[src/rtl/alu_pkg.sv]
// Shared constants and decoded-entry record for the ALU issue block.
// SLL/SLLI decode is enabled by defining ALU_ISSUE_SLL_EN.
package alu_pkg;

  localparam logic [6:0] OPC_OP     = 7'b0110011;
  localparam logic [6:0] OPC_OP_IMM = 7'b0010011;
  localparam logic [6:0] OPC_LOAD   = 7'b0000011;
  localparam logic [6:0] OPC_STORE  = 7'b0100011;
  localparam logic [6:0] OPC_BRANCH = 7'b1100011;

  localparam logic [2:0] F3_ADD  = 3'b000;
  localparam logic [2:0] F3_SLL  = 3'b001;
  localparam logic [2:0] F3_SLTU = 3'b011;
  localparam logic [2:0] F3_OR   = 3'b110;
  localparam logic [2:0] F3_AND  = 3'b111;
  localparam logic [2:0] F3_BEQ  = 3'b000;

  localparam logic [6:0] F7_BASE = 7'b0000000;
  localparam logic [6:0] F7_ALT  = 7'b0100000;

  localparam logic [3:0] ALU_AND  = 4'b0000;
  localparam logic [3:0] ALU_OR   = 4'b0001;
  localparam logic [3:0] ALU_ADD  = 4'b0010;
  localparam logic [3:0] ALU_SUB  = 4'b0110;
  localparam logic [3:0] ALU_SLTU = 4'b0111;
  localparam logic [3:0] ALU_NOR  = 4'b1100;
  localparam logic [3:0] ALU_SLL  = 4'b1110;

  typedef struct packed {
    logic [31:0] operand1;
    logic [31:0] operand2;
    logic [3:0]  alu_control;
    logic        illegal;
  } alu_entry_t;

  // Idle/reset value of an entry: ADD 0+0, not flagged.
  localparam alu_entry_t ENTRY_NOP = '{operand1: 32'd0, operand2: 32'd0,
                                       alu_control: ALU_ADD, illegal: 1'b0};

  function automatic logic [31:0] sext12(input logic [11:0] imm);
    return {{20{imm[11]}}, imm};
  endfunction

endpackage

[src/rtl/alu_decode.sv]
// Combinational RV32I subset decode into an ALU issue entry.
// SLL/SLLI are legal only when ALU_ISSUE_SLL_EN is defined.
import alu_pkg::*;

module alu_decode (
  input  logic [31:0] instr,
  input  logic [31:0] rs1_data,
  input  logic [31:0] rs2_data,
  output alu_entry_t  entry,
  output logic        legal
);

  logic [6:0]  opcode;
  logic [6:0]  funct7;
  logic [2:0]  funct3;
  logic [31:0] imm_i;
  logic [31:0] imm_s;
  logic [31:0] operand2;
  logic [3:0]  alu_control;
  logic        sll_ok;
  logic        unused_rs1_field;

  assign opcode = instr[6:0];
  assign funct3 = instr[14:12];
  assign funct7 = instr[31:25];
  assign imm_i  = sext12(instr[31:20]);
  assign imm_s  = sext12({instr[31:25], instr[11:7]});
  assign unused_rs1_field = ^instr[19:15];

`ifdef ALU_ISSUE_SLL_EN
  assign sll_ok = 1'b1;
`else
  assign sll_ok = 1'b0;
`endif

  always_comb begin
    legal       = 1'b0;
    alu_control = ALU_ADD;
    operand2    = rs2_data;
    case (opcode)
      OPC_OP: begin
        if (funct7 == F7_BASE) begin
          case (funct3)
            F3_ADD:  begin legal = 1'b1;   alu_control = ALU_ADD;  end
            F3_SLL:  begin legal = sll_ok; alu_control = ALU_SLL;  end
            F3_SLTU: begin legal = 1'b1;   alu_control = ALU_SLTU; end
            F3_OR:   begin legal = 1'b1;   alu_control = ALU_OR;   end
            F3_AND:  begin legal = 1'b1;   alu_control = ALU_AND;  end
            default: legal = 1'b0;
          endcase
        end else if (funct7 == F7_ALT && funct3 == F3_ADD) begin
          legal       = 1'b1;
          alu_control = ALU_SUB;
        end
      end
      OPC_OP_IMM: begin
        operand2 = imm_i;
        case (funct3)
          F3_ADD:  begin legal = 1'b1; alu_control = ALU_ADD;  end
          F3_SLTU: begin legal = 1'b1; alu_control = ALU_SLTU; end
          F3_OR:   begin legal = 1'b1; alu_control = ALU_OR;   end
          F3_AND:  begin legal = 1'b1; alu_control = ALU_AND;  end
          // Shift amount lands in operand2[4:0]; upper imm bits must be zero.
          F3_SLL: begin
            legal       = sll_ok && (funct7 == F7_BASE);
            alu_control = ALU_SLL;
          end
          default: legal = 1'b0;
        endcase
      end
      OPC_LOAD: begin
        legal    = 1'b1;
        operand2 = imm_i;
      end
      OPC_STORE: begin
        legal    = 1'b1;
        operand2 = imm_s;
      end
      OPC_BRANCH: begin
        if (funct3 == F3_BEQ) begin
          legal       = 1'b1;
          alu_control = ALU_SUB;
        end
      end
      default: legal = 1'b0;
    endcase
  end

  always_comb begin
    if (legal) begin
      entry = '{operand1: rs1_data, operand2: operand2,
                alu_control: alu_control, illegal: 1'b0};
    end else begin
      entry         = ENTRY_NOP;
      entry.illegal = 1'b1;
    end
  end

endmodule

[src/rtl/alu_issue.sv]
// ALU issue stage: decode plus a 2-entry FIFO between upstream and the ALU.
// Config: define ALU_ISSUE_SLL_EN to decode SLL/SLLI.
import alu_pkg::*;

module alu_issue #(
  parameter int NOP_ON_ILLEGAL = 1
) (
  input  logic        clk,
  input  logic        rst_n,
  input  logic        in_valid,
  output logic        in_ready,
  input  logic [31:0] in_instr,
  input  logic [31:0] in_rs1_data,
  input  logic [31:0] in_rs2_data,
  output logic        out_valid,
  input  logic        out_ready,
  output logic [31:0] out_operand1,
  output logic [31:0] out_operand2,
  output logic [3:0]  out_alu_control,
  output logic        out_illegal
);

  localparam bit KEEP_ILLEGAL = (NOP_ON_ILLEGAL != 0);

  alu_entry_t dec_entry;
  logic       dec_legal;
  alu_entry_t entry_reg [2];
  alu_entry_t head;
  logic       rd_ptr_reg;
  logic       wr_ptr_reg;
  logic [1:0] count_reg;
  logic       push;
  logic       pop;

  alu_decode u_decode (
    .instr    (in_instr),
    .rs1_data (in_rs1_data),
    .rs2_data (in_rs2_data),
    .entry    (dec_entry),
    .legal    (dec_legal)
  );

  // Readiness depends on occupancy only, so out_ready never reaches in_ready.
  assign in_ready  = (count_reg != 2'd2);
  assign out_valid = (count_reg != 2'd0);

  // Dropped illegal instructions are still handshaken upstream.
  assign push = in_valid && in_ready && (dec_legal || KEEP_ILLEGAL);
  assign pop  = out_valid && out_ready;

  always_ff @(posedge clk or negedge rst_n) begin
    if (!rst_n) begin
      count_reg  <= 2'd0;
      rd_ptr_reg <= 1'b0;
      wr_ptr_reg <= 1'b0;
      for (int i = 0; i < 2; i++) begin
        entry_reg[i] <= ENTRY_NOP;
      end
    end else begin
      if (push) begin
        entry_reg[wr_ptr_reg] <= dec_entry;
        wr_ptr_reg            <= ~wr_ptr_reg;
      end
      if (pop) begin
        rd_ptr_reg <= ~rd_ptr_reg;
      end
      case ({push, pop})
        2'b10:   count_reg <= count_reg + 2'd1;
        2'b01:   count_reg <= count_reg - 2'd1;
        default: count_reg <= count_reg;
      endcase
    end
  end

  assign head            = entry_reg[rd_ptr_reg];
  assign out_operand1    = head.operand1;
  assign out_operand2    = head.operand2;
  assign out_alu_control = head.alu_control;
  assign out_illegal     = head.illegal;

endmodule

[config.mk]
export PLATFORM = sky130hd
export DESIGN_NAME = alu_issue
export DESIGN_NICKNAME = d
export VERILOG_FILES = /design/src/rtl/alu_pkg.sv /design/src/rtl/alu_decode.sv /design/src/rtl/alu_issue.sv
export SDC_FILE = /design/constraint.sdc
export NUM_CORES = 1
export LEC_CHECK = 0
export ABC_AREA = 0
export BUFFER_PORTS_ARGS = -buffer_cell sky130_fd_sc_hd__buf_2
export CORE_ASPECT_RATIO = 1.1
export CORE_MARGIN = 1
export CORE_UTILIZATION = 40
export CTS_BUF_LIST = sky130_fd_sc_hd__clkbuf_16
export DETAILED_ROUTE_END_ITERATION = 10
export GPL_TIMING_DRIVEN = 1
export PLACE_DENSITY_LB_ADDON = 0.12
export SYNTH_ARGS = -nofsm -noshare
export SYNTH_HDL_FRONTEND = slang
export SYNTH_SLANG_ARGS = --single-unit
[constraint.sdc]
create_clock -name clk -period 1.9 [get_ports clk]
set_clock_uncertainty 0.2 [all_clocks]
set_input_delay 0 -clock clk [delete_from_list [all_inputs] [get_ports clk]]
set_output_delay 0 -clock clk [all_outputs]
set_load 0.01 [all_outputs]
Yosys cells after proc, flatten, opt, wreduce, memory -nomap -nowiden
Index checks and enable logic that the tools add are counted.
Word-level totals
  input bits: 100
  register bits: 142
Cells by class
  reductions and logical operators: 11
  $add $sub $neg: 2
  muxes and demuxes: 19
  equality and inequality tests: 13
  bitwise gates (word level): 4
  order comparisons: 3
Operators by type and width (number)
  2-to-1 mux 69 bit: 5
  bitwise mux 138 bit: 1
  demux 69 bit (select 1 bit): 1
  case mux 32 bit (2 select lines): 1
  == test 7 x 6 -> 1 bit (second input constant): 3
  case mux 4 bit (4 select lines): 1
  case mux 4 bit (3 select lines): 1
  == test 7 x 2 -> 1 bit (second input constant): 1
  == test 7 x 5 -> 1 bit (second input constant): 1
  == test 7 bit (second input constant): 1
  zero test 7 bit: 1
  == test 3 bit (second input constant): 2
  2-to-1 mux 3 bit: 2
  greater-or-equal comparator 2 bit (second input constant): 2
  logical AND 1 bit: 4
  2-to-1 mux 1 bit: 4
  2-to-1 mux 4 bit: 1
  inverter 1 -> 2 bit: 2
  case mux 1 bit (4 select lines): 1
  case mux 2 bit (2 select lines): 1
  nonzero test 2 bit: 2
  OR reduction 2 bit: 2
  OR reduction 4 bit: 1
  == test 3 x 1 -> 1 bit (second input constant): 1
  other kinds (9): 10

Longest topological paths before layout
Gate-level depths: netlist of run 1.
  depth after elaboration: 7
  depth in mapped cells: 8
  depth with buffers taken out: 6

By module
From an unflattened synthesis of run 1, not the netlist that was laid out.
Second synthesis, totals
  cell total of the unflattened synthesis: 545
  area, all modules: 7400.8 sq um
Modules (own cells, without submodules)
  alu_issue: area an instance 6263.5 sq um, seq. area each 3555.9 sq um, cells an instance 386, instances 1
  alu_decode: area an instance 1137.3 sq um, seq. area each 0.0 sq um, cells an instance 159, instances 1

Least setup slack after synthesis of run 1
Ideal clock, no wire load.
  path type: register to register
  start point: reg count_reg[0]
  end point: reg entry_reg[70] (netlist bit)
  stages on the path, launching flop included: 7
  required time: 1565 ps
  buffers on the path: 2
  path slack: 45 ps
  clock period less this slack: 1855 ps
  arrival: 1520 ps
  cell sequence: dfrtp_1 -> nand2b_1 -> nand2_1 -> or2_1 -> clkbuf_1 -> clkbuf_1 -> o21ai_0
Between the ends
  cells in the longest elaborated chain, start to end: 2
RTL lines
  start, declared: line alu_issue.sv:31  | logic [1:0] count_reg;
  start signal, assigned: line alu_issue.sv:68  | 2'b10: count_reg <= count_reg + 2'd1;
  start signal, assigned: line alu_issue.sv:69  | 2'b01: count_reg <= count_reg - 2'd1;
  start signal, assigned: line alu_issue.sv:70  | default: count_reg <= count_reg;
  inequality test 2 bit: line alu_issue.sv:44  | assign in_ready = (count_reg != 2'd2);
  via in_ready: line alu_issue.sv:11  | output logic in_ready,
  logical AND 1 bit: line alu_issue.sv:48  | assign push = in_valid && in_ready && (dec_legal || KEEP_ILLEGAL);
  end signal, assigned by index: line alu_issue.sv:61  | entry_reg[wr_ptr_reg] <= dec_entry;
  end, declared: line alu_issue.sv:27  | alu_entry_t entry_reg [2];
The timed path passes the listed nets, and every way through them passes these cells.
A chain may end at the register's enable or synchronous reset.

Final worst setup path of run 1
  start point: reg rd_ptr_reg
  end point: out out_operand2[14]
Between the ends
  cells in the longest elaborated chain, start to end: 4
RTL lines
  start, declared: line alu_issue.sv:29  | logic rd_ptr_reg;
  start signal, assigned: line alu_issue.sv:65  | rd_ptr_reg <= ~rd_ptr_reg;
  inverter 1 -> 2 bit (not written as such): line alu_issue.sv:75  | assign head = entry_reg[rd_ptr_reg];
  2-to-1 mux 69 bit (not written as such) (3 in a row): line alu_issue.sv:75
  end, declared: line alu_issue.sv:18  | output logic [31:0] out_operand2,
Every way passes these cells. The select of a mux whose other input is x is not followed.

==> run summary, run 1 <==
status = finished, final reports clean
Clock transition at path regs = 0.05 ns
Final Max Slew Viols = 0
footprint of the multi-input gates = 0.00307 sq mm
Fin. Hold Viols = 0
Net Sw Power = 0.00288 W
DP Wirelength = 11700 um
via count = 6024
Static Leak = 4.56 nW
Post-synth EDFFs = 0
Core Box Area = 0.0166 sq mm
Max Freq = 0.543 GHz
worst hold path depth = 6
post-synth top area share = 51.0%
clock buffer count from CTS = 17
Syn Std Cell Area = 0.00687 sq mm
Die Ht = 139 um
Syn Area/Cell = 9.81 sq um
switch share = 32.6%
Overall Power = 0.00884 W
fillers = 1475
setup TNS = 0 ns
Ys Warns = 0
sequential-to-total area share from yosys stat = 51.8%
first-pass GRT wire length = 30400 um
PortBufs = 165
die width = 127 um
Cell Int Power = 0.00596 W
Final Critical Period = 1.84 ns
Setup CP Type = register to output port
fraction of registers with async set or reset after synthesis = 100%
sequential share of power = 37.7%
CP arrival = 1.64 ns
GPL Wtd Cong = 0.898
top cells by count, synth = 202 x nand2_1, 140 x dfrtp_1, 74 x o21ai_0, 71 x mux2_2, 64 x o31ai_1
pwr/cell area = 932 mW/mm^2
DR WL/cell = 16.1 um
hold path endpoint = entry_reg[72]
Worst setup SP type = register
fin util = 57.3%
drt pass-1 iters = 4
Final Non-Filler Cells = 1159
clock root buffer = clkbuf_16
GR Overflow Total = 0
Routed Antenna Nets = 0
Max FO, Critical Path = 27
Worst Reg-to-Reg Cells = 6
max-cap viol count = 0
Hold Path Class = input pin to register
CTS tree = built
CP cell instances = buf_12 -> mux2_2 -> buf_2
Reg2Reg Capture Point = count_reg[1]
row count = 49
Buf/Inv on CP = 2
#FFs+latches synth = 142
final period utilization = 96.9%
clock network power share = 31.7%
Fin Hold WS = 0.00184 ns
WP data required = 1.70 ns
CP top delay family = flip-flops
fin nets = 1044
clock buffer depth = 2
relative slew slack = 62.2%
number of global-route vias before repair = 6201
RSZ-0062 raised after global routing = yes
CTS Sinks = 142
post-synth top area cell = dfrtp_1
Worst-Margin Slew = 0.560 ns
reg2reg start = count_reg[1]
area occupied by registers = 0.00356 sq mm
Inst Count DP = 1039
crit-path max cell delay = 0.48 ns
Unique masters post-synth = 39
starting density of the core = 41.5%
slowest CP cell = dfrtp_4
flop2flop setup slack = 0.09 ns
share of cells above drive strength 1 = 31.9%
Ports = 171
Ant. Diodes = 0
max FFs per register = 138
final wirelength = 18600 um
Total GRT Usage = 21.6%
Most used DFF post-synth = dfrtp_1
min-delay src = in_instr[31]
DR vias/cell = 5.20
setup violators final = 0
crit end category = output port
Mapped Nets = 801
number of antenna violations at the first check in global routing = 0
clock network latency to the later pin of the worst-skew pair = 0.42 ns
Area Growth Syn to Fin = 38.1%
Residual DRC = 0
DIE AREA = 0.0177 sq mm
CTS H-tree lvls = 4
Synth area leaders = dfrtp_1 51%, mux2_2 12%, nand2_1 11%
Cells after Synth = 700
Peak VDD IR = 0.698 mV
count leader, synth = nand2_1
Comb pwr share = 30.6%
largest net degree at the start of global routing = 67
Starting DRT DRC Count = 432
==> tightest hold or removal path: stages <==
cell	delay (ns)
buf_2	0.11
nor4_4	0.05
nand3_1	0.07
o21a_1	0.11
o22a_1	0.15
o21ai_0	0.08
==> kinds of logic after synthesis <==
group	after synthesis	synth area share [%]
mux	77	12.5
flops	142	51.8
fa+ha+maj	1	0.182
xor+xnor	6	0.765
simple gates	242	15.1
compound gates	172	15.5
buf+inv	60	4.25
==> per-stage QoR <==
stage,setup slack [ns],cell area (sq um)
4_1_cts,0.00268,9410
3_5_place_dp,0.0537,8060
2_1_floorplan,0.0447,6870
3_3_place_gp,0.0737,8060
6_report,0.0580,9490
5_1_grt,-0.00324,9490
==> cell usage in the layout (no fill, tap or decap), types with 2 or more instances in the layout <==
master | synthesis | layout
a21oi_1 | 22 | 22
clkinv_2 | 0 | 6
nor4_1 | 5 | 5
xor2_1 | 2 | 2
nor2_1 | 7 | 6
and2_1 | 3 | 3
o31ai_2 | 0 | 2
dfrtp_1 | 140 | 139
buf_4 | 0 | 17
xnor2_1 | 4 | 4
buf_6 | 8 | 2
inv_1 | 2 | 5
clkinv_1 | 0 | 4
dfstp_2 | 2 | 2
nand3_1 | 3 | 2
dlygate4sd3_1 | 0 | 85
o21ai_0 | 74 | 74
buf_12 | 0 | 11
buf_2 | 5 | 164
nor3_1 | 3 | 3
o221ai_1 | 5 | 5
clkbuf_16 | 0 | 18
and3_1 | 2 | 2
mux2i_1 | 6 | 6
a31oi_1 | 2 | 2
mux2_2 | 71 | 71
nand2_1 | 202 | 202
or3_1 | 2 | 2
o31ai_1 | 64 | 62
nor2b_1 | 6 | 6
==> layout make-up <==
| class | instances | area share (%) |
|---|---|---|
| Clock buffer | 17 | 4.48 |
| Clock inverter | 14 | 0.673 |
| Inverter | 2 | 0.0791 |
| Multi-Input combinational cell | 498 | 32.3 |
| Sequential cell | 142 | 37.5 |
| Tap cell | 204 | 2.69 |
| Timing Repair Buffer | 282 | 22.2 |
==> layer usage <==
layer  track usage, %  vias up  wire length, um
li1                 -     2924                -
met1             26.1     2921             7960
met2             37.8      152             9560
met3             5.27       27              785
met4             6.95        0              325
met5                0        -                0
==> power by group through the flow <==
stage	Combinational (W)	Sequential, W	Clock, W
after floorplan	0.00146	0.00331	0
after global placement	0.00244	0.00335	0
after detailed placement	0.00247	0.00337	0
after CTS	0.00261	0.00331	0.00287
after global routing	0.00293	0.00335	0.00301
final	0.00271	0.00333	0.00280
==> worst max-delay path by stage <==
| stage | cells after the start | startpoint | to |
|---|---|---|---|
| 2_1_floorplan | 6 | count_reg[0] | entry_reg[70] |
| 3_3_place_gp | 7 | in_instr[6] | entry_reg[69] |
| 3_5_place_dp | 7 | in_instr[6] | entry_reg[27] |
| 4_1_cts | 3 | rd_ptr_reg | out_operand2[28] |
| 5_1_grt | 8 | in_instr[13] | entry_reg[27] |
| 6_report | 3 | rd_ptr_reg | out_operand2[14] |
==> what timing repair did <==
item,in CTS,in global routing
hold buffers,86,0
endpoints found under the setup margin,0,66
setup buffers,0,2
hold endpoints to repair,280,0
resized for setup,0,6
Note: power is estimated with default switching activity, not from simulation.
==> inputs of run 2 (changes only) <==
Settings changed: SYNTH_HIERARCHICAL set to 1.
==> run 2 against run 1 <==
  * Critical path depth is the same
  * Die area grew 7.6%
  * Setup slack worse by 0.033 ns
  * Hold slack improved by 0.017 ns
  * Largest cell class is now multi-input combinational cells
  * Highest routed layer unchanged
  * Clock-buffer cell count unchanged
  * Register-to-register slack barely moved
  * Critical endpoint is now out_operand2[10]
==> run summary, run 2 <==
Peak VDD IR = 0.661 mV (-5.2%)
CTS Sinks = 142 (unchanged)
max-cap viol count = 0 (unchanged)
worst setup margin = 0.0247 ns (-0.0333 ns)
CTS tree = built
final wirelength = 18800 um (+0.96%)
most frequent cells in the layout = 183 x mux2_2, 160 x buf_2, 139 x dfrtp_1
Worst setup SP type = register
Syn Area/Cell = 13.6 sq um (+39%)
footprint of the multi-input gates = 0.00360 sq mm (+18%)
Ports = 171 (unchanged)
fillers = 1519 (+3.0%)
Die Ht = 145 um (+3.7%)
share of cells above drive strength 1 = 59.3% (+27 points)
Final Max Slew Viols = 0 (unchanged)
drt pass-1 iters = 7 (+3)
via count = 5422 (-10%)
Final Critical Period = 1.88 ns (+0.0333 ns)
DP Wirelength = 12300 um (+5.0%)
CP arrival = 1.68 ns (+0.04 ns)
number of global-route vias before repair = 5832 (-6.0%)
slowest CP cell = dfrtp_4
crit end category = output port
status = finished, final reports clean
clock buffer depth = 2 (unchanged)
die width = 132 um (+3.7%)
number of antenna violations at the first check in global routing = 0 (unchanged)
Ant. Diodes = 0 (unchanged)
pwr/cell area = 918 mW/mm^2 (-1.4%)
clock network latency to the later pin of the worst-skew pair = 0.42 ns (about the same)
Max FO, Critical Path = 24 (-11%)
Fin. Hold Viols = 0 (unchanged)
row count = 51 (+4.1%)
Total GRT Usage = 20.6% (-1.1 points)
largest net degree at the start of global routing = 63 (-6.0%)
RSZ-0062 raised after global routing = yes
crit-path max cell delay = 0.52 ns (+0.04 ns)
CP cell instances = buf_12 -> mux2_2 -> buf_2
Residual DRC = 0 (unchanged)
CTS H-tree lvls = 4 (unchanged)
setup violators final = 0 (unchanged)
max FFs per register = 138 (unchanged)
Area Growth Syn to Fin = 37.7%
final period utilization = 98.7% (+1.8 points)
GR Overflow Total = 0 (unchanged)
Mapped Nets = 645 (-19%)
DR WL/cell = 17.9 um (+11%)
starting density of the core = 41.3% (-0.23 points)
Area after DPL = 0.00869 sq mm (+7.8%)
Clock transition at path regs = 0.06 ns (about the same)
DIE AREA = 0.0190 sq mm (+7.6%)
Static Leak = 5.05 nW (+11%)
Hold Path Class = input pin to register
PortBufs = 165 (unchanged)
Finished Cell Area = 0.0102 sq mm (+7.4%)
DR vias/cell = 5.15 (-0.93%)
Starting DRT DRC Count = 189 (-56%)
fin nets = 903 (-14%)
first-pass GRT wire length = 30000 um (-1.1%)
pre-CTS setup slack = -0.221 ns (-0.275 ns)
GPL Wtd Cong = 0.865 (-3.6%)
commonest non-fill, non-tap cell in the layout = mux2_2
Ys Warns = 6 (+6)
Max Freq = 0.533 GHz (-1.8%)
Routed Antenna Nets = 0 (unchanged)
clock buffer count from CTS = 17 (unchanged)
Setup CP Type = register to output port
WP data required = 1.70 ns (about the same)
Cells after Synth = 544 (-22%)
clock root buffer = clkbuf_16
area occupied by registers = 0.00356 sq mm (unchanged)
Syn Std Cell Area = 0.00740 sq mm (+7.7%)
Core Box Area = 0.0179 sq mm (+8.3%)
setup TNS = 0 ns (unchanged)
run 2: cell type report:
class	count	area share (%)
well taps	238	2.92
multi-input cells	357	35.4
repair buffers	283	21.1
flip-flops and latches	142	34.9
clock buffers	17	4.18
inverters	1	0.0369
clock inverters	15	1.45
run 2: critical path, delay by kind of cell, from the launching register on:
| kind | cells | cell delay, ns |
|---|---|---|
| flip-flops | 1 | 0.52 |
| multiplexers | 1 | 0.37 |
| buffers and inverters | 2 | 0.36 |
run 2: what timing repair did:
| item | 4_1_cts | 5_1_grt |
|---|---|---|
| setup buffers | 0 | 1 |
| endpoints found under the hold margin | 277 | 0 |
| gates resized for setup | 6 | 8 |
| hold buffers | 81 | 0 |
| cloned | 1 | 0 |
| endpoints found under the setup margin | 44 | 76 |
run 2: layer usage:
metal	track usage, %	vias to the layer above	share of wire, %
met3	4.63	33	4.1
met2	36.2	155	50
met4	8.02	0	2.4
met1	24.5	2729	43
met5	0	-	0
li1	-	2505	-
run 2: final timing paths:
| kind | to | startpoint | cells past startpoint | slack, ns |
|---|---|---|---|---|
| worst min register to register | wr_ptr_reg | wr_ptr_reg | 1 | 0.29 |
| max in group asynchronous | entry_reg[44] | rst_n | 4 | 0.43 |
| worst min-delay path | entry_reg[69] | in_instr[31] | 5 | 0.02 |
| worst max register to register | entry_reg[130] | count_reg[0] | 4 | 0.09 |
| min in group asynchronous | entry_reg[70] | rst_n | 3 | 0.41 |
| worst max-delay path | out_operand2[10] | rd_ptr_reg | 3 | 0.02 |
run 2: stage by stage:
| step | utilization, % | hold WS [ns] | power [W] | instances |
|---|---|---|---|---|
| after global routing | 56.8 | 0.0313 | 0.00977 | 1053 |
| after global placement | 48.5 | -0.265 | 0.00589 | 938 |
| after floorplan | - | -0.496 | 0.00514 | 544 |
| after detailed placement | 48.5 | -0.257 | 0.00593 | 938 |
| final | 56.8 | 0.0193 | 0.00935 | 1053 |
| after CTS | 56.5 | 0.00476 | 0.00944 | 1052 |
run 2: power by group:
part / internal [W] / switching, W / leakage [nW]
clock: 0.00192 / 0.00130 / 0.270
sequential: 0.00323 / 0.000157 / 1.95
combinational: 0.00144 / 0.00131 / 2.83
==> inputs of run 3 (changes only) <==
Settings changed: CELL_PAD_IN_SITES_DETAIL_PLACEMENT set to 0, CELL_PAD_IN_SITES_GLOBAL_PLACEMENT set to 2, CORE_UTILIZATION 40 to 33.
==> run 3 against run 2 <==
  * Cell area up 0.12%
  * The run now ends with negative hold slack left
  * Maximum frequency barely moved
  * Largest power group unchanged
  * Critical path depth stayed put
  * Non-clock buffer count shrank 1
  * Core utilization is 11 points lower
  * Via count fell by 1.1%
==> run summary, run 3 (same netlist as run 2, synthesis figures left out) <==
slowest CP cell = dfrtp_4
final wirelength = 19500 um (+3.7%)
starting density of the core = 33.6% (-7.7 points)
Max FO, Critical Path = 36 (+50%)
crit path to = out_operand2[11]
Worst setup SP type = register
via count = 5360 (-1.1%)
CTS Sinks = 142 (unchanged)
crit-path max cell delay = 0.46 ns (-0.06 ns)
Worst-Margin Slew = 0.578 ns
Routed Antenna Nets = 0 (unchanged)
DR vias/cell = 4.83 (-6.1%)
largest net degree at the start of global routing = 58 (-7.9%)
share of cells above drive strength 1 = 59.3% (+0.073 points)
Peak VDD IR = 0.557 mV (-16%)
Ports = 171 (unchanged)
reg2reg start = count_reg[1]
Final Critical Period = 1.88 ns (+0.000904 ns)
Fin. Hold Viols = 2 (+2)
clock buffer depth = 2 (unchanged)
fillers = 2057 (+35%)
row count = 57 (+12%)
number of global-route vias before repair = 5918 (+1.5%)
Static Leak = 5.04 nW (about the same)
clock buffer count from CTS = 17 (unchanged)
Hold Path Class = input pin to register
Ant. Diodes = 0 (unchanged)
Reg2Reg Capture Point = count_reg[1]
DR WL/cell = 17.6 um (-1.5%)
crit end category = output port
Area after DPL = 0.00877 sq mm (+0.82%)
fin util = 46.3% (-11 points)
most frequent cells in the layout = 187 x mux2_2, 163 x buf_2, 139 x dfrtp_1
Finished Cell Area = 0.0102 sq mm (+0.12%)
final period utilization = 98.7% (about the same)
flop2flop setup slack = 0.12 ns (+0.03 ns)
clock root buffer = clkbuf_16
violated checks = negative hold slack
fin nets = 902 (-0.11%)
Worst Reg-to-Reg Cells = 5 (+1)
WP data required = 1.70 ns (about the same)
Clock transition at path regs = 0.06 ns (about the same)
Core Box Area = 0.0220 sq mm (+23%)
CTS H-tree lvls = 4 (unchanged)
DP Wirelength = 12800 um (+4.6%)
Fin Hold WS = -0.0108 ns (-0.0301 ns)
Starting DRT DRC Count = 178 (-5.8%)
CP top delay family = flip-flops
CP arrival = 1.68 ns (about the same)
Die Ht = 159 um (+10%)
PortBufs = 165 (unchanged)
drt pass-1 iters = 5 (-2)
DIE AREA = 0.0230 sq mm (+21%)
RSZ-0062 raised after global routing = yes
Final Max Slew Viols = 0 (unchanged)
max-cap viol count = 0 (unchanged)
Setup CP Type = register to output port
Final Non-Filler Cells = 1109 (+5.3%)
GPL Wtd Cong = 0.779 (-9.9%)
clock network latency to the later pin of the worst-skew pair = 0.42 ns (about the same)
number of cells on the critical path = 3 (unchanged)
die width = 145 um (+9.9%)
Setup crit start = rd_ptr_reg
Buf/Inv on CP = 2 (unchanged)
commonest non-fill, non-tap cell in the layout = mux2_2
max FFs per register = 138 (unchanged)
first-pass GRT wire length = 31300 um (+4.4%)
CTS tree = built
setup violators final = 0 (unchanged)
status = complete, but fails checks
Area Growth Syn to Fin = 37.9%
Max Freq = 0.533 GHz (about the same)
CP cell instances = buf_16 -> mux2_2 -> buf_2
Total GRT Usage = 17.9% (-2.7 points)
Residual DRC = 0 (unchanged)
GR Overflow Total = 0 (unchanged)
pwr/cell area = 909 mW/mm^2 (-0.99%)
number of antenna violations at the first check in global routing = 0 (unchanged)
Inst Count DP = 995 (+6.1%)
Overall Power = 0.00927 W (-0.87%)
relative slew slack = 61.5%
run 3: worst min path at each step:
stage          slack, ns  cells after the start            from             to
3_5_place_dp       -0.19                      1           rst_n   entry_reg[1]
3_3_place_gp       -0.19                      1           rst_n   entry_reg[1]
6_report           -0.01                      4  in_rs2_data[1]  entry_reg[75]
4_1_cts            0.002                      4  in_rs2_data[1]  entry_reg[75]
5_1_grt             0.04                      4  in_rs2_data[1]  entry_reg[75]
2_1_floorplan      -0.50                      0           rst_n   count_reg[0]
run 3: worst register-to-register path: cells and delay by family (launching register included):
kind          cells  cell delay (ns)
flops             1             0.42
xor+xnor          1             0.15
simple gates      3             0.62
fa+ha+maj         1             0.32
run 3: stage by stage:
step / worst slack, ns / setup TNS [ns]
6_report: 0.0238 / 0
5_1_grt: -0.0387 / -0.476
4_1_cts: -0.00547 / -0.00601
3_5_place_dp: -0.159 / -8.82
3_3_place_gp: -0.125 / -4.61
2_1_floorplan: 0.129 / 0
run 3: routing by layer:
layer,part of all wire (%),track usage (%)
met3,4.1,3.43
met4,1.5,5.89
met1,42,21.3
met2,52,31.8
met5,0,0
run 3: final cells by class:
class | instances | area [sq um] | area share (%)
Clock buffer | 17 | 425 | 4.17
Clock inverter | 15 | 148 | 1.45
Inverter | 1 | 3.75 | 0.0368
Multi-Input combinational cell | 357 | 3580 | 35.1
Sequential cell | 142 | 3560 | 34.9
Tap cell | 295 | 369 | 3.62
Timing Repair Buffer | 282 | 2110 | 20.7
run 3: power by group:
group,switching (W),internal [W],leakage (nW)
sequential,0.000128,0.00323,1.95
clock,0.00130,0.00193,0.280
combinational,0.00130,0.00138,2.82
run 3: what timing repair did:
action,4_1_cts,5_1_grt
hold buffers,78,3
resized for setup,1,12
endpoints found under the hold margin,274,2
buffers inserted,0,1
setup endpoints to repair,2,69
